===== src/rtl/arduino_cmd_rx.sv =====
// UART 8N1 receiver for the Arduino drive-command link: validates each byte against
// the legal drive-code set, holds the latest legal code, and falls back to Stop on link loss.
module arduino_cmd_rx #(
  parameter int CLKS_PER_BIT   = 434,
  parameter int TIMEOUT_CYCLES = 25000000
) (
  input  logic       clk,
  input  logic       reset,
  input  logic       uart_rx,
  output logic [7:0] arduino_command,
  output logic       cmd_valid,
  output logic       frame_error,
  output logic       bad_cmd,
  output logic       link_alive
);

  localparam int CW = $clog2(CLKS_PER_BIT + 1);
  localparam int WW = $clog2(TIMEOUT_CYCLES + 1);
  localparam logic [CW-1:0] HALF_C  = CW'(CLKS_PER_BIT / 2);
  localparam logic [CW-1:0] BIT_C   = CW'(CLKS_PER_BIT);
  localparam logic [WW-1:0] WD_LAST = WW'(TIMEOUT_CYCLES - 1);
  localparam logic [WW-1:0] WD_MAX  = WW'(TIMEOUT_CYCLES);

  typedef enum logic [2:0] {IDLE, START, DATA, STOP, WAIT_IDLE} state_t;

  state_t          state;
  logic            rx_meta, rxs;
  logic [CW-1:0]   cnt;
  logic [2:0]      bit_idx;
  logic [7:0]      shreg;
  logic [WW-1:0]   wd_cnt;
  logic            stop_hit, legal, accept;

  function automatic logic is_legal(input logic [7:0] b);
    case (b)
      8'h00, 8'h01, 8'h02, 8'h04, 8'h08,
      8'h03, 8'h09, 8'h06, 8'h0C, 8'h0A: is_legal = 1'b1;
      default:                           is_legal = 1'b0;
    endcase
  endfunction

  assign stop_hit = (state == STOP) && (cnt == BIT_C);
  assign legal    = is_legal(shreg);
  assign accept   = stop_hit && rxs && legal;

  always_ff @(posedge clk) begin
    if (reset) begin
      rx_meta <= 1'b1;
      rxs     <= 1'b1;
    end else begin
      rx_meta <= uart_rx;
      rxs     <= rx_meta;
    end
  end

  // cnt counts cycles since the last sample point (or since T0 in START).
  always_ff @(posedge clk) begin
    if (reset) begin
      state       <= IDLE;
      cnt         <= '0;
      bit_idx     <= '0;
      shreg       <= '0;
      frame_error <= 1'b0;
      bad_cmd     <= 1'b0;
      cmd_valid   <= 1'b0;
    end else begin
      frame_error <= 1'b0;
      bad_cmd     <= 1'b0;
      cmd_valid   <= 1'b0;
      case (state)
        IDLE: begin
          if (!rxs) begin
            state <= START;
            cnt   <= CW'(1);
          end
        end
        START: begin
          if (cnt == HALF_C) begin
            cnt     <= CW'(1);
            bit_idx <= '0;
            state   <= rxs ? IDLE : DATA;
          end else begin
            cnt <= cnt + CW'(1);
          end
        end
        DATA: begin
          if (cnt == BIT_C) begin
            cnt     <= CW'(1);
            shreg   <= {rxs, shreg[7:1]};
            bit_idx <= bit_idx + 3'd1;
            if (bit_idx == 3'd7) state <= STOP;
          end else begin
            cnt <= cnt + CW'(1);
          end
        end
        STOP: begin
          if (stop_hit) begin
            cnt <= '0;
            if (rxs) begin
              state     <= IDLE;
              cmd_valid <= legal;
              bad_cmd   <= !legal;
            end else begin
              state       <= WAIT_IDLE;
              frame_error <= 1'b1;
            end
          end else begin
            cnt <= cnt + CW'(1);
          end
        end
        WAIT_IDLE: begin
          if (rxs) state <= IDLE;
        end
        default: state <= IDLE;
      endcase
    end
  end

  // An accept on the expiry cycle takes priority over the forced Stop.
  always_ff @(posedge clk) begin
    if (reset) begin
      arduino_command <= 8'h00;
      link_alive      <= 1'b0;
      wd_cnt          <= '0;
    end else if (accept) begin
      arduino_command <= shreg;
      link_alive      <= 1'b1;
      wd_cnt          <= '0;
    end else if (link_alive) begin
      if (wd_cnt == WD_LAST) begin
        wd_cnt          <= WD_MAX;
        link_alive      <= 1'b0;
        arduino_command <= 8'h00;
      end else begin
        wd_cnt <= wd_cnt + WW'(1);
      end
    end
  end

endmodule


===== config.mk =====
export PLATFORM = sky130hd
export DESIGN_NAME = arduino_cmd_rx
export DESIGN_NICKNAME = d
export VERILOG_FILES = /design/src/rtl/arduino_cmd_rx.sv
export SDC_FILE = /design/constraint.sdc
export NUM_CORES = 1
export LEC_CHECK = 0
export BUFFER_PORTS_ARGS = -buffer_cell sky130_fd_sc_hd__buf_4
export CORE_ASPECT_RATIO = 1.4
export CORE_MARGIN = 4
export CORE_UTILIZATION = 39
export CTS_BUF_LIST = sky130_fd_sc_hd__clkbuf_16
export DETAILED_ROUTE_END_ITERATION = 6
export GPL_TIMING_DRIVEN = 0
export SYNTH_ARGS = -nofsm -noshare
export SYNTH_HDL_FRONTEND = slang
export SYNTH_SLANG_ARGS = --single-unit

===== constraint.sdc =====
create_clock -name clk -period 5.74 [get_ports clk]
set_clock_uncertainty 0.15 [all_clocks]
set_input_delay 0.574 -clock clk [delete_from_list [all_inputs] [get_ports clk]]
set_output_delay 0.574 -clock clk [all_outputs]
set_load 0.02 [all_outputs]

==> flow_summary.yaml <==
setup_path:
  reg2reg_to: "arduino_command[7]"
  worstPathArrival_ns: 2.58
  crit_chain: "ha_1 > nand4_1 > nand4bb_1 > nor3_1 > buf_2 > nor3b_1"
  setup.worst_path.end_class: "register"
  cp_data_required_time_ns: 5.79
  cpPeakStageDelay_ns: 0.76
  start_kind: "register"
  critPathKind: "register to register"
  cp_max_fo: 10
  r2r_start: "wd_cnt[0]"
  slowest_stage: "nor3_1"
  rrSetupSlack_ns: 3.21
  reg2reg_depth: 6
sta:
  worst_slack_ns: 3.214
  finalHoldViolCount: 0
  timing.final.crit_share: 0.4400
  fin_crit_ns: 2.526
  setup_violations: 0
  tns_ns: 0
  slew_headroom: 0.4069
  maxSlewViolCount: 0
  fmax_ghz: 0.3959
  tightest_slew_ns: 0.8829
  rsz0062_at_grt: "no"
synthesis:
  synth.net_count: 362
  yosysUniqueCellTypes: 55
  synth_edf_count: 0
  ys_ff_latch: 63
  synth_flop_cell: "dfxtp_1"
  netlist.area_leader.share: 0.4204
  synthArstFlopShare: 0
  yosysWarningCount: 0
  synth_area_leaders: "dfxtp_1 42%, a21oi_1 5.2%, nand2_1 4.8%"
  synth-simple-area-share: 0.2961
  synth_top_family_by_area: "simple AND/OR/NAND/NOR gates"
  muxShareOfSynthArea: 0
  netlist_area_sq_um: 3000
  synthCells: 353
  ys_seq_area_frac: 0.4204
  synth_compound_area_frac: 0.1756
  syn_area_per_cell_sq_um: 8.500
  synth_top_area_cell: "dfxtp_1"
  synth_fa_ha_area_frac: 0.02502
  synth_xor_area_frac: 0.03795
floorplan:
  die-area_sq_um: 9180
  die_h_microns: 111.8
  core_area_sq_um: 7407
  ios: 15
  start_util: 0.4051
  rows: 37
  die_width_microns: 82.13
clock_tree:
  htree_levels: 3
  cts_setup_buffers: 0
  cts_sinks: 63
  clk_pin_slew_ns: 0.05
  clock_path_buffers: 2
  root_buffer: "clkbuf_16"
  cts_hold_buf: 0
  clk_latency_ns: 0.33
  cts_tree: "yes"
  numCtsBuffers: 9
  cts_resized: 0
detailed_routing:
  drt_iter0_markers: 108
  drc: 0
  vias_per_cell: 5.485
  post_drt_wl_per_cell_microns: 14.14
  first_pass_iters: 4
  vias: 2633
  totalWireLength_microns: 6787
  ant_nets: 0
placement:
  port_buffers: 14
  dp_hpwl_microns: 4901
  dp_slack_ns: 3.203
  gp_congestion: 0.8733
  place_area_sq_um: 3227
power_and_ir_drop:
  irDropWorstVdd_uv: 171.8
  power.density_nw_per_um2: 288.1
  power_leakage_uw: 0.001181
grt:
  grt_max_degree: 11
  grt_pass1_wl_microns: 11870
  grt_usage: 0.1630
  grt_pass1_vias: 2565
  grt_antenna_before_repair: 0
  gr-total-overflow: 0
job:
  drv_cap: 0
layout:
  postLayoutCoreUtil: 0.4769
  design_area_sq_um: 3532
  final_layout_size_suffix_gt1_frac: 0.1201
  fin_nets: 387
  antenna_cells: 0
  final_cell_mix: "63 x dfxtp_1, 38 x nand2_1, 31 x a21oi_1"
  nFillCells: 733
  mostFrequentLayoutCell: "dfxtp_1"
  area_delta_synth_final_pct: 17.72
hold_path:
  holdCritStartpoint: "rx_meta"
  min_to: "rxs"
  min_path_type: "register to register"
  hold-path-cell-count: 1
run_status:
  outcome: "finished, final reports clean"
-- per-stage QoR --
stage                     std cells  hold slack (ns)  power, uW
after floorplan                 353           0.2395      463.4
after global placement          464           0.2446      470.9
after detailed placement        464           0.2450      470.9
after CTS                       480           0.2566       1029
after global routing            480           0.2842       1048
final                           480           0.2547       1017
-- worst max-delay path, delay by kind of cell (launching register included) --
family	cells	cell delay (ns)
simple gates	4	1.27
flops	1	0.38
buf+inv	1	0.37
fa+ha+maj	1	0.24
-- Yosys cell counts, drive strengths merged, types with 4 or more instances --
cell     n
nand4    7
ha       6
o21ai   18
nor3    17
or4     10
xnor2    9
nor3b    5
a221oi   4
buf      6
inv     13
nor4     9
o31ai   10
dfxtp   63
clkbuf  14
a21oi   31
a21o     8
nand3   19
nand2   39
nor2    13
or3      8
xor2     4
-- registers in the layout, indices dropped and copies added, names as in the netlist, named ones only --
register / cells
wd_cnt: 25
cnt: 9
arduino_command: 8
shreg: 8
bit_idx: 3
state: 3
bad_cmd: 1
cmd_valid: 1
frame_error: 1
link_alive: 1
rx_meta: 1
rxs: 1
-- metal layers --
layer  track usage  routed length [microns]
met5             0                        0
met4       0.06430                      133
met3       0.03236                      150
met2        0.2812                     3599
met1        0.1928                     2903
-- report_power, final --
group	switching (uW)	internal (uW)	total (uW)	leakage [uW]
Clock	183	372	556	0.000157
Combinational	14.8	6.43	21.2	0.000517
Sequential	1.25	439	441	0.000508
Total	199	818	1020	0.00118
-- layout make-up --
type                    count  area (sq um)  share of cell area
clock inverters             7         80.08             0.02267
inverters                  13         48.80             0.01382
repair buffers             14         105.1             0.02976
flip-flops and latches     63          1261              0.3571
multi-input cells         257          1604              0.4541
plain buffers              20         86.33             0.02444
clock buffers               9         225.2             0.06376
well taps                  97         121.4             0.03436
-- cells by family after synthesis --
kind of cell / Yosys count
AND/OR/NAND/NOR: 155
AO/OA/AOI/OAI: 83
flip-flops: 63
buffers and inverters: 33
XOR/XNOR: 13
adder cells (fa/ha/maj): 6
-- worst max-delay path by stage --
stage                                     to       start  depth (start not counted)  slack, ns
after CTS                 arduino_command[7]   wd_cnt[0]                          6       3.18
after detailed placement          wd_cnt[10]   wd_cnt[0]                          6       3.20
after global placement    arduino_command[7]   wd_cnt[0]                          6       3.22
after floorplan                   wd_cnt[23]  link_alive                          6       3.56
final                     arduino_command[7]   wd_cnt[0]                          6       3.21
after global routing              wd_cnt[10]   wd_cnt[0]                          6       2.98
(Power assumes the default switching activity.)
